`src/rtl/truth_table_sequencer.sv`:
```
`default_nettype none
// ============================================================================
// Module      : truth_table_sequencer
// Description : Steps a 3-input DUT through all 8 input vectors in binary
//               order, holding each for DWELL cycles. The DUT output is
//               sampled at the last edge of each dwell into an 8-bit truth
//               table, which is compared with an expected table latched at
//               sweep start.
// Revision    : 1.0 - initial release
// ============================================================================
module truth_table_sequencer #(
    parameter int DWELL = 10
) (
    input  logic       clk,
    input  logic       reset,
    input  logic       start,
    input  logic       y,
    input  logic [7:0] expected,
    output logic       a,
    output logic       b,
    output logic       c,
    output logic       busy,
    output logic       done,
    output logic [7:0] captured,
    output logic       pass
);

    localparam int              c_TIMER_W    = $clog2(DWELL + 1);
    localparam logic [c_TIMER_W-1:0] c_TIMER_LAST = c_TIMER_W'(DWELL - 1);

    typedef enum logic [1:0] {
        S_IDLE = 2'd0,
        S_RUN  = 2'd1,
        S_DONE = 2'd2
    } state_t;

    state_t                 r_state;
    logic [2:0]             r_index;
    logic [c_TIMER_W-1:0]   r_timer;
    logic [2:0]             r_vec;
    logic                   r_busy;
    logic                   r_done;
    logic [7:0]             r_captured;
    logic                   r_pass;
    logic [7:0]             r_expected;

    // Final truth table as it will look once the current sample is written;
    // only meaningful on the last sample edge of the sweep (index 7).
    logic [7:0]             w_final_table;
    assign w_final_table = {y, r_captured[6:0]};

    // Sweep sequencer: vector stepping, dwell timing, sampling and verdict.
    always_ff @(posedge clk or posedge reset) begin
        if (reset) begin
            r_state    <= S_IDLE;
            r_index    <= 3'd0;
            r_timer    <= '0;
            r_vec      <= 3'd0;
            r_busy     <= 1'b0;
            r_done     <= 1'b0;
            r_captured <= 8'h00;
            r_pass     <= 1'b0;
            r_expected <= 8'h00;
        end else begin
            case (r_state)
                S_IDLE, S_DONE: begin
                    // DONE holds its results until a new start is accepted.
                    if (start) begin
                        r_state    <= S_RUN;
                        r_index    <= 3'd0;
                        r_timer    <= '0;
                        r_vec      <= 3'd0;
                        r_busy     <= 1'b1;
                        r_done     <= 1'b0;
                        r_pass     <= 1'b0;
                        r_captured <= 8'h00;
                        r_expected <= expected;
                    end
                end

                S_RUN: begin
                    // start is deliberately ignored while a sweep is running.
                    if (r_timer != c_TIMER_LAST) begin
                        r_timer <= r_timer + 1'b1;
                    end else begin
                        r_timer             <= '0;
                        r_captured[r_index] <= y;
                        if (r_index != 3'd7) begin
                            r_index <= r_index + 3'd1;
                            r_vec   <= r_index + 3'd1;
                        end else begin
                            r_state <= S_DONE;
                            r_vec   <= 3'd0;
                            r_busy  <= 1'b0;
                            r_done  <= 1'b1;
                            r_pass  <= (w_final_table == r_expected);
                        end
                    end
                end

                default: begin
                    r_state <= S_IDLE;
                    r_vec   <= 3'd0;
                    r_busy  <= 1'b0;
                    r_done  <= 1'b0;
                    r_pass  <= 1'b0;
                end
            endcase
        end
    end

    assign a        = r_vec[2];
    assign b        = r_vec[1];
    assign c        = r_vec[0];
    assign busy     = r_busy;
    assign done     = r_done;
    assign captured = r_captured;
    assign pass     = r_pass;

endmodule
`default_nettype wire
```
`config.mk`:
```
export PLATFORM = sky130hd
export DESIGN_NAME = truth_table_sequencer
export DESIGN_NICKNAME = d
export VERILOG_FILES = /design/src/rtl/truth_table_sequencer.sv
export SDC_FILE = /design/constraint.sdc
export NUM_CORES = 1
export LEC_CHECK = 0
export BUFFER_PORTS_ARGS = -buffer_cell sky130_fd_sc_hd__buf_2
export CORE_ASPECT_RATIO = 1.1
export CORE_MARGIN = 2
export CORE_UTILIZATION = 55
export CTS_CLUSTER_DIAMETER = 100
export CTS_CLUSTER_SIZE = 10
export DETAILED_ROUTE_END_ITERATION = 12
export PLACE_DENSITY = 0.89
export SLEW_MARGIN = 20
export SYNTH_ARGS = -nofsm -noshare
export SYNTH_HDL_FRONTEND = slang
export SYNTH_SLANG_ARGS = --single-unit
```
`constraint.sdc`:
```
create_clock -name clk -period 1.8 [get_ports clk]
set_clock_uncertainty 0.1 [all_clocks]
set_input_delay 0.09 -clock clk [delete_from_list [all_inputs] [get_ports clk]]
set_output_delay 0.09 -clock clk [all_outputs]
set_load 0.005 [all_outputs]
```
Word-level counts from Yosys, hierarchy flattened
Index checks and enable logic that the tools add are counted.

Add/subtract/negate cells: 2. Magnitude comparators: 2. Equal/unequal tests: 9. Multiplexer cells: 31. Reduce and logical (&&, ||, !) cells: 10.

Operators with widths (number): $mux W8 (2); $pmux W8 S2 (1); $mux W3 (5); $pmux W3 S2 (2); $mux W1 (9); $bwmux W8 (1); $eq A8 B8 Y1 (1); $mux W4 (2); $ne A2 B2 Y1 const B (4); $pmux W4 S2 (1); $mux W2 (3); $pmux W1 S2 (3); $reduce_and A2 Y1 (3); $reduce_and A3 Y1 (2); $add A4 B1 Y4 const B (1); $lt A3 B4 Y1 const B (1); $ne A4 B4 Y1 const B (1); $pmux W2 S2 (1); $reduce_and A4 Y1 (1); $add A3 B1 Y3 const B (1); $demux W1 S3 (1); $ge A3 B1 Y1 const B (1); $ne A3 B3 Y1 const B (1); $eq A2 B1 Y1 const B (1); 5 further kinds (5).

Bits in registers: 31. Input bits: 12. Output and inout port bits: 14. Word-level logic and storage cells: 63.

Depth between registers and ports, before layout
Depth after elaboration: 7. Mapped depth: 6.

Worst setup path before layout
Ideal clock, no wire load.

Path type: register -> register. Start point: register r_timer[1]. End point: register r_state[0]. Arrival time: 1.277 ns. Slack: 0.292 ns. Cell stages (with the launch flop): 6. Path buffers: 0. Clock period less this slack: 1.508 ns. Cells stage by stage: dfrtp_1 -> inv_1 -> ha_1 -> and3b_1 -> nor2_1 -> or3_1.

Cells in the longest elaborated chain, start to end: 3.

RTL lines: from (decl) (line 39) `logic [c_TIMER_W-1:0] r_timer;`; from (signal assigned) (line 84) `r_timer <= r_timer + 1'b1;`; $ne A4 B4 Y1 (line 83) `if (r_timer != c_TIMER_LAST) begin`; $ne A2 B2 Y1 (no line); $reduce_and A3 Y1 (no line); to (signal assigned) (line 69) `r_state <= S_RUN;`; to (signal assigned) (line 92) `r_state <= S_DONE;`; to (signal assigned) (line 102) `r_state <= S_IDLE;`; to (decl) (line 37) `state_t r_state;`.

Every way passes these cells. A chain may end at the register's enable or synchronous reset.

Final worst setup path
Start point: register r_timer[0]. End point: register r_pass, in the netlist pass.

Cells in the longest elaborated chain, start to end: 3.

RTL lines: $ne A4 B4 Y1 (line 83); $ne A2 B2 Y1 (no line); $reduce_and A3 Y1 (no line); to (signal assigned) (line 96) `r_pass <= (w_final_table == r_expected);`; to (decl) (line 44) `logic r_pass;`.

Every way passes these cells.

==> impl_metrics.yaml <==
route:
  drc: 0
  first_iter_violations: 26
  wl_per_cell_um: 15.0
  drtPass1Iterations: 4
  finalWirelength_um: 3290
  vias: 1249
  drtAntennaViolNets: 0
  vias_per_cell: 5.70
pwr:
  p_clk_frac: 0.172
  leakage_nw: 0.864
  p_int_mw: 1.51
  share_seq_of_total_power: 0.440
  powerDensity_nw_per_um2: 1290
  p_sw_frac: 0.370
  peakVddDrop_uv: 856
  comb_power_share: 0.388
  p_sw_mw: 0.888
logic_synthesis:
  post-synth-top-area-cell: "dfrtp_1"
  synth_area_leaders: "dfrtp_1 (49%), mux2_2 (5.9%), o21ai_0 (5.5%), ha_1 (3.3%), nand2_1 (2.9%)"
  async_flop_share: 1.00
  synth_edf_count: 0
  synth_ff_type: "dfrtp_1"
  synth.most_common_cell: "dfrtp_1"
  avgSynthCellArea_um2: 10.7
  syn_inst: 143
  ys_types: 39
  synthTopCellsByCount: "dfrtp_1 (30), o21ai_0 (17), nand2_1 (12)"
  synth_seq_cells: 30
  synth_top_area_frac: 0.489
  syn_nets: 159
  syn_area_um2: 1530
  seq_area_frac_synth: 0.489
  yosys_warnings: 0
global_route:
  grt_max_degree: 31
  grtUsageTotal: 0.242
  grt_pass1_wl_um: 5580
  overflow: 0
  antenna_found_initial: 0
  grt_pass1_vias: 1232
sta:
  max-slew-margin-rel: 0.732
  fmax_mhz: 603
  fin_setup_tns_ns: 0
  setup_slack_ns: 0.142
  drv_slew: 0
  rsz0062_at_grt: "no"
  timing.hold.ws_ns: 0.272
  min_period_ns: 1.66
  post-route-period-util: 0.921
  hold_viol_final: 0
  setup_viol_count_final: 0
  tightest_slew_ns: 0.403
clock_tree:
  cts_buffers: 5
  clk_latency_ns: 0.32
  path_clk_slew_ns: 0.10
  root_buffer: "clkbuf_4"
  cts_setup_buffers: 0
  cts_buffer_depth: 2
  htree_levels: 2
  cts_tree: "yes"
  numClockSinks: 30
die:
  core_um2: 2700
  ios: 26
  fp-row-count: 20
  die_h_um: 59.4
  fp.dieW_um: 54.4
  die-area_um2: 3230
  initial_core_util: 0.568
place:
  globalplace.congestion: 0.855
  hpwl_um: 2310
  io_buffers: 25
  dp_worst_setup_slack_ns: 0.166
  dp.cells: 200
critical_path:
  crit_arrival_ns: 1.79
  path_max_fanout: 8
  startpoint_type: "register"
  required_ns: 1.93
  crit_path_end_kind: "register"
  timing_worst_setup_path_type: "register to register"
  r2r_cells: 5
final_layout:
  antenna_cells: 0
  finalNonFillerCells: 219
  drive_above_1_share: 0.296
  final_nets: 201
  synthToLayoutAreaGrowth_pct: 21.4
status:
  status: "finished clean"
job:
  maxCapViolCount: 0
min_path:
  worstHoldPathType: "primary input to asynchronous set/reset pin"
-- final timing paths --
check                            from          end  slack (ns)
max                        r_timer[0]         pass        0.14
min                             reset  captured[3]        0.27
max reg2reg                r_timer[0]         pass        0.14
min reg2reg                  r_vec[2]     r_vec[2]        0.39
max in group asynchronous       reset   r_state[0]        1.04
min in group clk             r_vec[2]     r_vec[2]        0.39
-- power by group through the flow --
stage          Combinational [mW]  Clock (mW)  Sequential (mW)
3_3_place_gp                0.842           0             1.05
3_5_place_dp                0.895           0             1.07
2_1_floorplan               0.607           0             1.04
6_report                    0.933       0.413             1.06
4_1_cts                     0.927       0.419             1.06
5_1_grt                      1.05       0.452             1.08
-- area by class of cell --
type / count / area [um^2]
Fill cell: 187 / 841
Timing Repair Buffer: 41 / 273
Multi-Input combinational cell: 103 / 722
Inverter: 4 / 15.0
Clock inverter: 1 / 5.00
Clock buffer: 7 / 55.1
Sequential cell: 30 / 751
Tap cell: 33 / 41.3
-- registers in the layout, summed over array words and instances, names as in the netlist --
name        flops
r_state         2
r_index         3
busy            1
r_expected      8
r_vec           3
captured        8
pass            1
r_timer         4
-- layout by cell type, fill, tap and decap left out, types with 7 or more instances in the layout --
cell,instances
o21ai_0,17
buf_2,25
dfrtp_1,30
dlygate4sd3_1,11
nand2_1,12
o21ai_1,7
mux2_2,8
-- critical path, cell delays in order, from the launching register on --
cell	delay [ns]
dfrtp_1	0.44
ha_1	0.23
and3b_1	0.26
o22ai_2	0.33
o21ai_1	0.14
o31ai_1	0.08
-- metal layers --
| metal | up-vias | track usage | share of wire |
|---|---|---|---|
| met1 | 593 | 0.277 | 0.42 |
| met2 | 57 | 0.420 | 0.51 |
| met3 | 7 | 0.0631 | 0.061 |
| li1 | 592 | - | - |
| met4 | 0 | 0.0929 | 0.014 |
| met5 | - | 0 | 0 |
-- cells by family (layout without fill, tap and decap cells) --
logic type,after synthesis,in the layout,synth area share
fa+ha+maj,4,4,0.0326
simple gates,41,41,0.153
mux,9,9,0.0685
buf+inv,10,53,0.0400
flops,30,30,0.489
xor+xnor,9,9,0.0514
compound gates,40,40,0.165
-- per-stage QoR --
step	instance area (um^2)	utilization	power, mW
after detailed placement	1690	0.626	1.97
after global routing	1860	0.689	2.58
after global placement	1690	0.626	1.89
after floorplan	1530	-	1.65
after CTS	1860	0.689	2.40
final	1860	0.689	2.40
-- timing repair --
item,4_1_cts,5_1_grt
endpoints found under the setup margin,0,0
resized for setup,0,0
hold buffers,11,0
hold endpoints to repair,43,0
No activity file was read; power rests on OpenSTA's default activity.
